### config.mk
export PLATFORM = sky130hd
export DESIGN_NAME = l2_arbiter
export DESIGN_NICKNAME = d
export VERILOG_FILES = /design/src/rtl/rv32i_types.sv /design/src/rtl/l2_arb_pick.sv /design/src/rtl/l2_arbiter.sv
export SDC_FILE = /design/constraint.sdc
export NUM_CORES = 1
export LEC_CHECK = 0
export CORE_AREA = 2 2 537 539
export DETAILED_ROUTE_END_ITERATION = 12
export DIE_AREA = 0 0 539 541
export GPL_TIMING_DRIVEN = 0
export HOLD_SLACK_MARGIN = 0.02
export PLACE_DENSITY = 0.3
export RECOVER_POWER = 50
export SETUP_SLACK_MARGIN = 0.02
export SYNTH_ARGS = -nofsm -noshare
export SYNTH_HDL_FRONTEND = slang
export SYNTH_HIERARCHICAL = 1
export SYNTH_SLANG_ARGS = --single-unit
### constraint.sdc
create_clock -name clk -period 2.23 [get_ports clk]
set_input_delay 0.446 -clock clk [delete_from_list [all_inputs] [get_ports clk]]
set_output_delay 0.446 -clock clk [all_outputs]
set_load 0.03 [all_outputs]
### src/rtl/rv32i_types.sv
// rtl/rv32i_types.sv - shared L2 request/return structs and L2 arbiter enums (L2_ARB_RR_EN selects arbiter tie-break)
package rv32i_types;

    localparam int s_offset = 5;
    localparam int s_mask   = 2**s_offset;
    localparam int s_line   = 8*s_mask;

    // Request bundle presented to the unified L2
    typedef struct packed {
        logic [31:0]       mem_address;
        logic [s_line-1:0] mem_wdata;
        logic              mem_read;
        logic              mem_write;
    } l2_go_t;

    // Completion bundle returned by the unified L2
    typedef struct packed {
        logic              mem_resp;
        logic [s_line-1:0] mem_rdata;
    } l2_ret_t;

    typedef enum logic [1:0] {
        IDLE  = 2'd0,
        GRANT = 2'd1,
        DONE  = 2'd2
    } l2_arb_state_t;

    typedef enum logic {
        OWN_I = 1'b0,
        OWN_D = 1'b1
    } l2_arb_owner_t;

endpackage

### src/rtl/l2_arb_pick.sv
// rtl/l2_arb_pick.sv - owner select for the L2 arbiter; L2_ARB_RR_EN enables round-robin ties
module l2_arb_pick
    import rv32i_types::*;
(
    input  logic          i_req_i,
    input  logic          i_req_d,
    input  l2_arb_owner_t i_last_grant,
    output l2_arb_owner_t o_owner
);

`ifdef L2_ARB_RR_EN
    // On a tie the master that did not win last time is chosen
    always_comb begin
        o_owner = OWN_D;
        if (i_req_i && i_req_d) begin
            o_owner = (i_last_grant == OWN_I) ? OWN_D : OWN_I;
        end else if (i_req_i) begin
            o_owner = OWN_I;
        end
    end
`else
    logic w_unused_last_grant;
    assign w_unused_last_grant = (i_last_grant == OWN_D);

    // D-cache always wins a tie; I only when D is not asking
    always_comb begin
        o_owner = OWN_D;
        if (i_req_i && !i_req_d) begin
            o_owner = OWN_I;
        end
    end
`endif

endmodule

### src/rtl/l2_arbiter.sv
// rtl/l2_arbiter.sv - two-master (I/D) arbiter in front of the unified L2; L2_ARB_RR_EN selects round-robin ties
module l2_arbiter
    import rv32i_types::*;
(
    input  logic              clk,
    input  logic              rst_n,
    input  logic              i_mem_read,
    input  logic [31:0]       i_mem_addr,
    output logic [s_line-1:0] i_mem_rdata,
    output logic              i_mem_resp,
    input  logic              d_mem_read,
    input  logic              d_mem_write,
    input  logic [31:0]       d_mem_addr,
    input  logic [s_line-1:0] d_mem_wdata,
    output logic [s_line-1:0] d_mem_rdata,
    output logic              d_mem_resp,
    output l2_go_t            l2_go,
    input  l2_ret_t           l2_ret
);

    l2_arb_state_t r_state;
    l2_arb_owner_t r_owner;
    l2_arb_owner_t r_last_grant;
    l2_go_t        r_go;

    logic          w_req_i;
    logic          w_req_d;
    l2_arb_owner_t w_pick;
    logic          w_in_grant;

    assign w_req_i    = i_mem_read;
    assign w_req_d    = d_mem_read | d_mem_write;
    assign w_in_grant = (r_state == GRANT);

    l2_arb_pick u_pick (
        .i_req_i      (w_req_i),
        .i_req_d      (w_req_d),
        .i_last_grant (r_last_grant),
        .o_owner      (w_pick)
    );

    // Transaction FSM: latch owner and its request on grant, release after L2 completes
    always_ff @(posedge clk or negedge rst_n) begin
        if (!rst_n) begin
            r_state      <= IDLE;
            r_owner      <= OWN_I;
            r_last_grant <= OWN_I;
            r_go         <= '0;
        end else begin
            case (r_state)
                IDLE: begin
                    if (w_req_i || w_req_d) begin
                        r_state      <= GRANT;
                        r_owner      <= w_pick;
                        r_last_grant <= w_pick;
                        if (w_pick == OWN_D) begin
                            r_go.mem_address <= d_mem_addr;
                            r_go.mem_wdata   <= d_mem_wdata;
                            // A simultaneous read+write from D is illegal; the write wins
                            r_go.mem_read    <= d_mem_read & ~d_mem_write;
                            r_go.mem_write   <= d_mem_write;
                        end else begin
                            r_go.mem_address <= i_mem_addr;
                            r_go.mem_wdata   <= '0;
                            r_go.mem_read    <= 1'b1;
                            r_go.mem_write   <= 1'b0;
                        end
                    end
                end
                GRANT: begin
                    if (l2_ret.mem_resp) begin
                        r_state        <= DONE;
                        r_go.mem_read  <= 1'b0;
                        r_go.mem_write <= 1'b0;
                    end
                end
                DONE: begin
                    r_state <= IDLE;
                end
                default: begin
                    r_state        <= IDLE;
                    r_go.mem_read  <= 1'b0;
                    r_go.mem_write <= 1'b0;
                end
            endcase
        end
    end

    assign l2_go = r_go;

    // Steer the L2 completion to the current owner only while a grant is open
    always_comb begin
        i_mem_resp  = 1'b0;
        d_mem_resp  = 1'b0;
        i_mem_rdata = '0;
        d_mem_rdata = '0;
        if (w_in_grant) begin
            if (r_owner == OWN_I) begin
                i_mem_resp  = l2_ret.mem_resp;
                i_mem_rdata = l2_ret.mem_rdata;
            end else begin
                d_mem_resp  = l2_ret.mem_resp;
                d_mem_rdata = l2_ret.mem_rdata;
            end
        end
    end

endmodule

; Word-level counts from Yosys, hierarchy flattened
; Index checks and enable logic that the tools add are counted.
[op_classes]
shift = 0
addsub = 0
n_eq_ne = 4
n_reduce_logical = 7
n_mux = 16
div_mod_pow = 0
n_mul = 0
n_lt_le_gt_ge = 0
bitwise_logic = 4
[ops]
columns = cell, count
row1 = 256-bit 2-to-1 mux, 4
row2 = 290-bit 2-to-1 mux, 1
row3 = 2-bit 2-to-1 mux, 4
row4 = 2-bit case mux with 3 select lines, 1
row5 = 1-bit 2-to-1 mux, 5
row6 = 2-bit != test (second input constant), 2
row7 = 2-bit case mux with 2 select lines, 1
row8 = 2-bit AND reduction, 2
row9 = 3-bit AND reduction, 1
row10 = 2-bit by 1-bit equality test with 1-bit output (second input constant), 1
row11 = 2-bit equality test (second input constant), 1
row12 = 2-bit zero test, 1
row13 = 1-bit inverter, 2
row14 = 1-bit bitwise AND, 1
row15 = 1-bit logical AND, 1
row16 = 1-bit zero test, 1
row17 = 1-bit logical OR, 1
row18 = 1-bit OR, 1
[totals]
latchBits = 0
ff_bits = 293
ram_bits = 0
output_inout_bits = 804
memories = 0
romBits = 0

; Logic depth before layout (Yosys ltp)
; Gate-level depths: netlist of the first run.
[depth]
depth_word = 6
ltp_mapped = 7
depth_no_buf = 4

; By module
; Netlist of the first run, hierarchy kept.
[by_module_without_submodules]
columns = mod, instances, area_per_inst_um2, cells_each
row1 = l2_arbiter, 1, 15950.3, 1877
row2 = l2_arb_pick, 1, 6.3, 1

; Least setup slack after synthesis of the first run
; No wires, ideal clock.
[synth_timing]
path_type = register -> output
from = reg r_state[0]
to = out d_mem_rdata[100]
arrival_ps = 1398
t_required_ps = 1784
path_slack_ps = 386
path_stages_with_launch = 6
n_path_buf = 2
path_cell_list = dfrtp_1 inv_2 nor3b_4 buf_6 clkbuf_2 and2_1
[synth_via]
elab_chain_len = 2
[synth_rtl]
columns = element, line_no
row1 = from (decl), l2_arbiter.sv:21  ; l2_arb_state_t r_state;
row2 = from (signal assigned), l2_arbiter.sv:45  ; r_state <= IDLE;
row3 = from (signal assigned), l2_arbiter.sv:53  ; r_state <= GRANT;
row4 = from (signal assigned), l2_arbiter.sv:72  ; r_state <= DONE;
row5 = 2-bit by 1-bit equality test with 1-bit output, l2_arbiter.sv:33  ; assign w_in_grant = (r_state == GRANT);
row6 = 256-bit 2-to-1 mux, l2_arbiter.sv:97  ; if (w_in_grant) begin
row7 = to (decl), l2_arbiter.sv:15  ; output logic [s_line-1:0] d_mem_rdata,
; Every way passes these cells.

; Worst setup path in the final report of the first run
[layout_timing]
from = reg r_state[1]
to = out d_mem_rdata[166]
; The elaborated chain is that of the path after synthesis.

==> flow_summary.ini, run 1 <==
[sta]
rsz0062_at_grt = yes
post-route-period-util_pct = 119
worst_pin_slew_ps = 1270
fin_setup_tns_ps = -183680
report.final.setup_viol = 649
max_freq_mhz = 377
setup_ws_ps = -425
clock-skew-final_ps = 33.0
finalHoldViolCount = 0
worst_slew_margin_rel_pct = 15.1
min_period_ps = 2660
timing_max_transition_violations_final = 0
worst_hold_slack_ps = 351

[setup_path]
timing.critical_path.from_type = flip-flop
critical-path-slowest-cell = sky130_fd_sc_hd__dfrtp_1
cp_top_family = buffers and inverters
largest_stage_delay_on_the_critical_path_ps = 370
worst-r2r-setup-slack_ps = 130
critical_path.max_fanout = 10
critical_path.n_buffers_inverters = 5
ff_to_ff_end = l2_go[242]
timing.critical_path.cells = buf_6, nor3b_4, buf_12, buf_12, clkbuf_16, and2_1, buf_6
worstPathRequired_ps = 1780
setup_crit_end_kind = primary output
worstRegToRegCells = 8
criticalPathCategory = flip-flop to primary output
worstReg2RegStart = r_state[0]
crit_arrival_ps = 2210

[outcome]
run_status = finished with violations
violations = setup timing

[clock_network]
clk_path_buf_depth = 3
cts_num_sinks = 293
cts_made_buffers = 45
cts_max_level = 2
clk_pin_slew_worst_paths_ps = 50
clock_latency_late_sink_ps = 640
ctsRootBufferMaster = sky130_fd_sc_hd__clkbuf_16
clock_tree_from_tritoncts = yes

[global_route]
initial_antenna_violation_count = 207
vias_in_the_first_global_route = 21751
grt_overflow_total = 0
grt_first_pass_wirelength_mm = 298
grt_start_max_net_pins = 95
grtUsageTotal_pct = 16.4

[final_layout]
area_growth_syn_to_layout_pct = 142
fill_cells = 32825
postLayoutCoreUtil_pct = 13.5
drive_gt1_share_pct = 29.1
seq_area_sq_um = 7330
multiInputGateArea_sq_um = 8070
design.final.nets = 3931

[drt]
antenna_left = 0
post_drt_wl_per_cell_microns = 34.3
wirelength_mm = 249
viasPerCell = 2.97
count_of_routing_violations_after_the_opening_detailed_route_iteration = 1223
firstDrtPassIters = 5
detail_route.drc_violations = 0
route.vias.total = 21488

[placement]
detailed_place_hpwl_mm = 222
replace_congestion = 0.973
buffer_ports.inserted = 1385

[synth]
syn-cell-area_sq_um = 16000
synth_fp_nets = 2460
yosysSeqAreaShare_pct = 45.9
postSynthAreaPerCell_sq_um = 8.50
postSynthCellCount = 1878
count_of_warnings_emitted_by_yosys = 6
ys_types = 30
ys_ff_latch = 293

[die]
fp-row-count = 197
effective_utilization_at_floorplan_pct = 5.57
fp.dieW_microns = 539
floorplan.die.height_microns = 541
die-area_sq_um = 292000
area_inside_the_core_boundary_sq_um = 286000
io_pins = 1386

[power_and_ir_drop]
vdd.ir_drop.worst_v = 0.000623
powerDensity_nw_per_um2 = 1100
leakagePower_nw = 15.8

[run]
maxCapViolations = 0

[min_path]
timing.hold.worst_endpoint = l2_go[105]
hold_depth = 3
min-delay-start = d_mem_wdata[103]
hp-class = primary input to flip-flop
-- how the worst max path moves through the flow --
stage                      startpoint               end  slack (ps)  cells after the start
after global routing       r_state[0]  i_mem_rdata[133]        -500                      7
after global placement          rst_n        l2_go[243]      -15280                      1
after detailed placement  d_mem_write        l2_go[249]       -1440                      8
after CTS                  r_state[1]    i_mem_rdata[1]        -560                      6
after floorplan            r_state[0]  d_mem_rdata[100]         390                      5
final                      r_state[1]  d_mem_rdata[166]        -430                      7
-- cell families (layout without fill, tap and decap cells) --
| group | after synthesis | in the layout | share of synthesized area [%] |
|---|---|---|---|
| DFF | 293 | 293 | 45.9 |
| other | 0 | 80 | 0 |
| and+or+nand+nor | 782 | 782 | 26.8 |
| muxes | 33 | 33 | 2.08 |
| AOI/OAI and AO/OA | 583 | 583 | 18.4 |
| buffers and inverters | 187 | 1694 | 6.74 |
-- layout by cell type (no fill, tap or decap), types with 47 or more instances in the layout --
cell type	n
sky130_fd_sc_hd__clkdlybuf4s50_1	869
sky130_fd_sc_hd__o21ai_0	447
sky130_fd_sc_hd__buf_6	368
sky130_fd_sc_hd__and2_1	313
sky130_fd_sc_hd__dfrtp_1	293
sky130_fd_sc_hd__nand2_1	255
sky130_fd_sc_hd__and2_4	200
sky130_fd_sc_hd__o21ai_1	130
sky130_fd_sc_hd__buf_4	97
sky130_fd_sc_hd__diode_2	80
sky130_fd_sc_hd__clkbuf_16	69
sky130_fd_sc_hd__buf_8	56
sky130_fd_sc_hd__clkbuf_2	49
sky130_fd_sc_hd__clkbuf_1	47
-- synthesized netlist by cell type --
library cell | count | area [sq um]
sky130_fd_sc_hd__nor3_4 | 2 | 32.5
sky130_fd_sc_hd__clkbuf_2 | 85 | 425
sky130_fd_sc_hd__buf_6 | 29 | 327
sky130_fd_sc_hd__and2_1 | 514 | 3220
sky130_fd_sc_hd__nor3_1 | 1 | 5.00
sky130_fd_sc_hd__nor4bb_1 | 1 | 10.0
sky130_fd_sc_hd__o22ai_1 | 1 | 6.26
sky130_fd_sc_hd__o21ai_2 | 1 | 8.76
sky130_fd_sc_hd__buf_2 | 15 | 75.1
sky130_fd_sc_hd__o21ai_0 | 447 | 2240
sky130_fd_sc_hd__o21ai_1 | 130 | 651
sky130_fd_sc_hd__or2_1 | 1 | 6.26
sky130_fd_sc_hd__buf_12 | 1 | 20.0
sky130_fd_sc_hd__mux2_1 | 1 | 11.3
sky130_fd_sc_hd__nor2_1 | 2 | 7.51
sky130_fd_sc_hd__nand2b_1 | 1 | 6.26
sky130_fd_sc_hd__clkbuf_1 | 51 | 191
sky130_fd_sc_hd__inv_2 | 1 | 3.75
sky130_fd_sc_hd__a31oi_1 | 1 | 6.26
sky130_fd_sc_hd__mux2i_1 | 32 | 320
sky130_fd_sc_hd__o211ai_1 | 1 | 7.51
sky130_fd_sc_hd__inv_1 | 1 | 3.75
sky130_fd_sc_hd__nor3b_4 | 1 | 18.8
sky130_fd_sc_hd__nand2_1 | 257 | 965
sky130_fd_sc_hd__a211oi_1 | 1 | 7.51
sky130_fd_sc_hd__buf_4 | 4 | 30.0
sky130_fd_sc_hd__dfrtp_1 | 293 | 7330
sky130_fd_sc_hd__nor3b_1 | 1 | 7.51
sky130_fd_sc_hd__or2_4 | 1 | 8.76
sky130_fd_sc_hd__a32o_1 | 1 | 10.0
-- layer usage --
| metal | wire length (microns) | up-vias | global-route usage [%] |
|---|---|---|---|
| li1 | - | 9258 | - |
| met1 | 80700 | 10356 | 15.3 |
| met2 | 123000 | 1317 | 29.0 |
| met3 | 33200 | 461 | 10.1 |
| met4 | 11200 | 96 | 5.96 |
| met5 | 649 | - | 0 |
-- power by group --
part | internal [mW] | switching, mW | total (mW)
clock | 4.83 | 3.09 | 7.92
combinational | 9.71 | 16.0 | 25.7
sequential | 7.53 | 1.34 | 8.86
-- through the flow --
step / instances / area (sq um) / setup slack [ps] / total power [mW]
2_1_floorplan: 1878 / 16000 / 386 / 19.3
3_3_place_gp: 7044 / 34600 / -15280 / 33.2
3_5_place_dp: 7047 / 34600 / -1440 / 33.1
4_1_cts: 7140 / 35400 / -563 / 41.4
5_1_grt: 7195 / 38400 / -497 / 44.6
6_report: 7246 / 38600 / -425 / 42.5
-- sequential cells by signal, indices dropped and copies added (netlist names) --
register and cells:
r_last_grant 1, l2_go 290, r_state 2
-- layout make-up --
type / instances / share of cell area (%)
repair buffers: 1425 / 38.7
multi-input cells: 1398 / 20.9
flip-flops and latches: 293 / 19.0
well taps: 3781 / 12.3
plain buffers: 184 / 4.41
clock buffers: 64 / 3.44
clock inverters: 19 / 0.688
diodes: 80 / 0.519
inverters: 2 / 0.0259
-- worst min-delay path, delay by kind of cell --
family / cells / cell delay, ps
buffers and inverters: 1 / 390
AND/OR/NAND/NOR: 1 / 60
AO/OA/AOI/OAI: 1 / 50
-- timing repair --
item	CTS	global route
resized for setup	2714	1511
cloned	2	15
setup buffers	7	13
hold endpoints to repair	36	0
pin swaps	3	11
setup endpoints to repair	950	977
hold buffers	1	0
Note: power is estimated with default switching activity, not from simulation.
==> run 2: changes to the inputs <==
--- a/config.mk
+++ b/config.mk
@@ -15,5 +15,4 @@
 export SETUP_SLACK_MARGIN = 0.02
 export SYNTH_ARGS = -nofsm -noshare
 export SYNTH_HDL_FRONTEND = slang
-export SYNTH_HIERARCHICAL = 1
 export SYNTH_SLANG_ARGS = --single-unit
==> flow_summary.ini, run 2 <==
[die]
area_inside_the_core_boundary_sq_um = 286000
io_pins = 1386
fp.dieW_microns = 539
die-area_sq_um = 292000
floorplan.die.height_microns = 541
effective_utilization_at_floorplan_pct = 4.94
fp-row-count = 197

[sta]
post-route-period-util_pct = 124
timing_max_transition_violations_final = 52
finalHoldViolCount = 0
max_freq_mhz = 361
report.final.setup_viol = 995
min_period_ps = 2770
clock-skew-final_ps = 42.0
rsz0062_at_grt = yes
worst_pin_slew_ps = 1550
worst_slew_margin_rel_pct = -3.61
worst_hold_slack_ps = 383
setup_ws_ps = -543

[clock_network]
cts_made_buffers = 47
cts_max_level = 2
ctsRootBufferMaster = sky130_fd_sc_hd__clkbuf_16
cts_num_sinks = 293
clock_tree_from_tritoncts = yes
clk_pin_slew_worst_paths_ps = 70
clk_path_buf_depth = 3
clock_latency_late_sink_ps = 650

[final_layout]
largest_register_ff_count = 290
design.final.nets = 3357
layout.cells.most_common = sky130_fd_sc_hd__clkdlybuf4s50_1
design_area_sq_um = 37400
postLayoutCoreUtil_pct = 13.1
most-common-layout-cells = sky130_fd_sc_hd__clkdlybuf4s50_1 (870), sky130_fd_sc_hd__dfrtp_1 (293), sky130_fd_sc_hd__and2_1 (258), sky130_fd_sc_hd__a22o_1 (256), sky130_fd_sc_hd__and2_4 (253)
area_growth_syn_to_layout_pct = 164
drive_gt1_share_pct = 36.6

[power_and_ir_drop]
powerDensity_nw_per_um2 = 1610
vdd.ir_drop.worst_v = 0.000533
fin_total_pwr_mw = 60.1
leakagePower_nw = 15.3

[setup_path]
criticalPathCategory = flip-flop to primary output
timing.critical_path.cells = nand2b_4, nor2_4, buf_12, buf_4, clkbuf_16, clkbuf_16, and2_4, buf_8
worstRegToRegCells = 6
largest_stage_delay_on_the_critical_path_ps = 390
setup_crit_end_kind = primary output
crit_arrival_ps = 2330
timing.critical_path.from_type = flip-flop
critical-path-slowest-cell = sky130_fd_sc_hd__dfrtp_1
worstPathRequired_ps = 1780
critical_path.max_fanout = 7
path_common_cell = sky130_fd_sc_hd__clkbuf_16

[drt]
wirelength_mm = 244
count_of_routing_violations_after_the_opening_detailed_route_iteration = 1113
route.vias.total = 18343
firstDrtPassIters = 5
antenna_left = 0
post_drt_wl_per_cell_microns = 36.8
viasPerCell = 2.76
detail_route.drc_violations = 0

[outcome]
run_status = finished with violations
violations = capacitance limit, slew limit, setup timing

[synth]
syn-cell-area_sq_um = 14200
ys_dominant_reg_cell = sky130_fd_sc_hd__dfrtp_1
synth.largest_area_cell = sky130_fd_sc_hd__dfrtp_1
postSynthCellCount = 1281
yosysSeqAreaShare_pct = 51.8
postSynthAreaPerCell_sq_um = 11.1
post-synth-top-count-cell = sky130_fd_sc_hd__and2_1
netlist.area_leader.share_pct = 51.8
ys_ff_latch = 293
count_of_warnings_emitted_by_yosys = 0
yosys-top-cells-count = sky130_fd_sc_hd__and2_1 (512), sky130_fd_sc_hd__dfrtp_1 (293), sky130_fd_sc_hd__a22o_1 (256), sky130_fd_sc_hd__clkbuf_1 (59), sky130_fd_sc_hd__buf_2 (36)
postSynth.asyncResetShare_pct = 100
synth_fp_nets = 1863
synth_enable_flop_cells = 0
netlist_top_cells_area = sky130_fd_sc_hd__dfrtp_1 (52%), sky130_fd_sc_hd__and2_1 (23%), sky130_fd_sc_hd__a22o_1 (16%)
ys_types = 26

[placement]
post_place_setup_slack_ps = -1860
replace_congestion = 0.931
detailed_place.area_sq_um = 32800
buffer_ports.inserted = 1385
detailed_place_hpwl_mm = 216

[global_route]
vias_in_the_first_global_route = 18843
grt_first_pass_wirelength_mm = 286
grt_overflow_total = 0
grtUsageTotal_pct = 16.0
grt_start_max_net_pins = 96
initial_antenna_violation_count = 181

[run]
maxCapViolations = 1

[min_path]
hp-class = primary input to flip-flop
hold_depth = 2
-- run 2: stage by stage --
step	cells	TNS [ps]
after detailed placement	6450	-870000
after global placement	6447	-5443440
after global routing	6611	-484650
final	6636	-307990
after floorplan	1281	0
after CTS	6547	-499440
-- run 2: logic make-up after synthesis --
logic type	synth area share, %
buffers and inverters	5.16
AND/OR/NAND/NOR	23.5
flip-flops	51.8
AO/OA/AOI/OAI	19.6
-- run 2: path summary, 6_finish.rpt --
kind,start,endpoint,slack (ps)
hold / removal,d_mem_wdata[189],l2_go[191],380
max in group asynchronous,rst_n,l2_go[275],-240
min in group asynchronous,rst_n,l2_go[28],720
setup / recovery,r_state[1],d_mem_rdata[72],-540
setup reg to reg,r_state[0],l2_go[132],-370
hold reg to reg,l2_go[153],l2_go[153],500
-- run 2: final cells by class --
class	instances	area (sq um)
clock inverter	22	308
buffer	127	1570
fill	32553	249000
antenna	45	113
timing repair buffer	1446	15200
sequential	293	7330
multi-input combinational	856	6770
inverter	4	15.0
tap	3781	4730
clock buffer	62	1320
-- run 2: critical path, delay by kind of cell (launching register included) --
| family | cells | cell delay [ps] |
|---|---|---|
| buffers and inverters | 5 | 770 |
| flip-flops | 1 | 390 |
| AND/OR/NAND/NOR | 3 | 490 |
-- run 2: timing repair --
item / 4_1_cts / 5_1_grt
resized for setup: 3167 / 897
cloned: 6 / 27
endpoints found under the setup margin: 1021 / 1010
pin swaps: 14 / 17
hold buffers: 1 / 0
hold endpoints to repair: 51 / 0
setup buffers: 6 / 18
-- run 2: report_power, final --
part	internal (mW)	switching, mW
Sequential	7.84	1.60
Clock	4.88	3.23
Combinational	17.1	25.4
Total	29.9	30.3
-- run 2: per-layer routing --
metal  up-vias  global-route usage, %  wire (microns)
met5         -                      0             207
met4        36                   3.25            5230
met3       291                   7.30           28300
met2      1317                   24.1          104000
met1      9112                   20.6          106000
li1       7587                      -               -
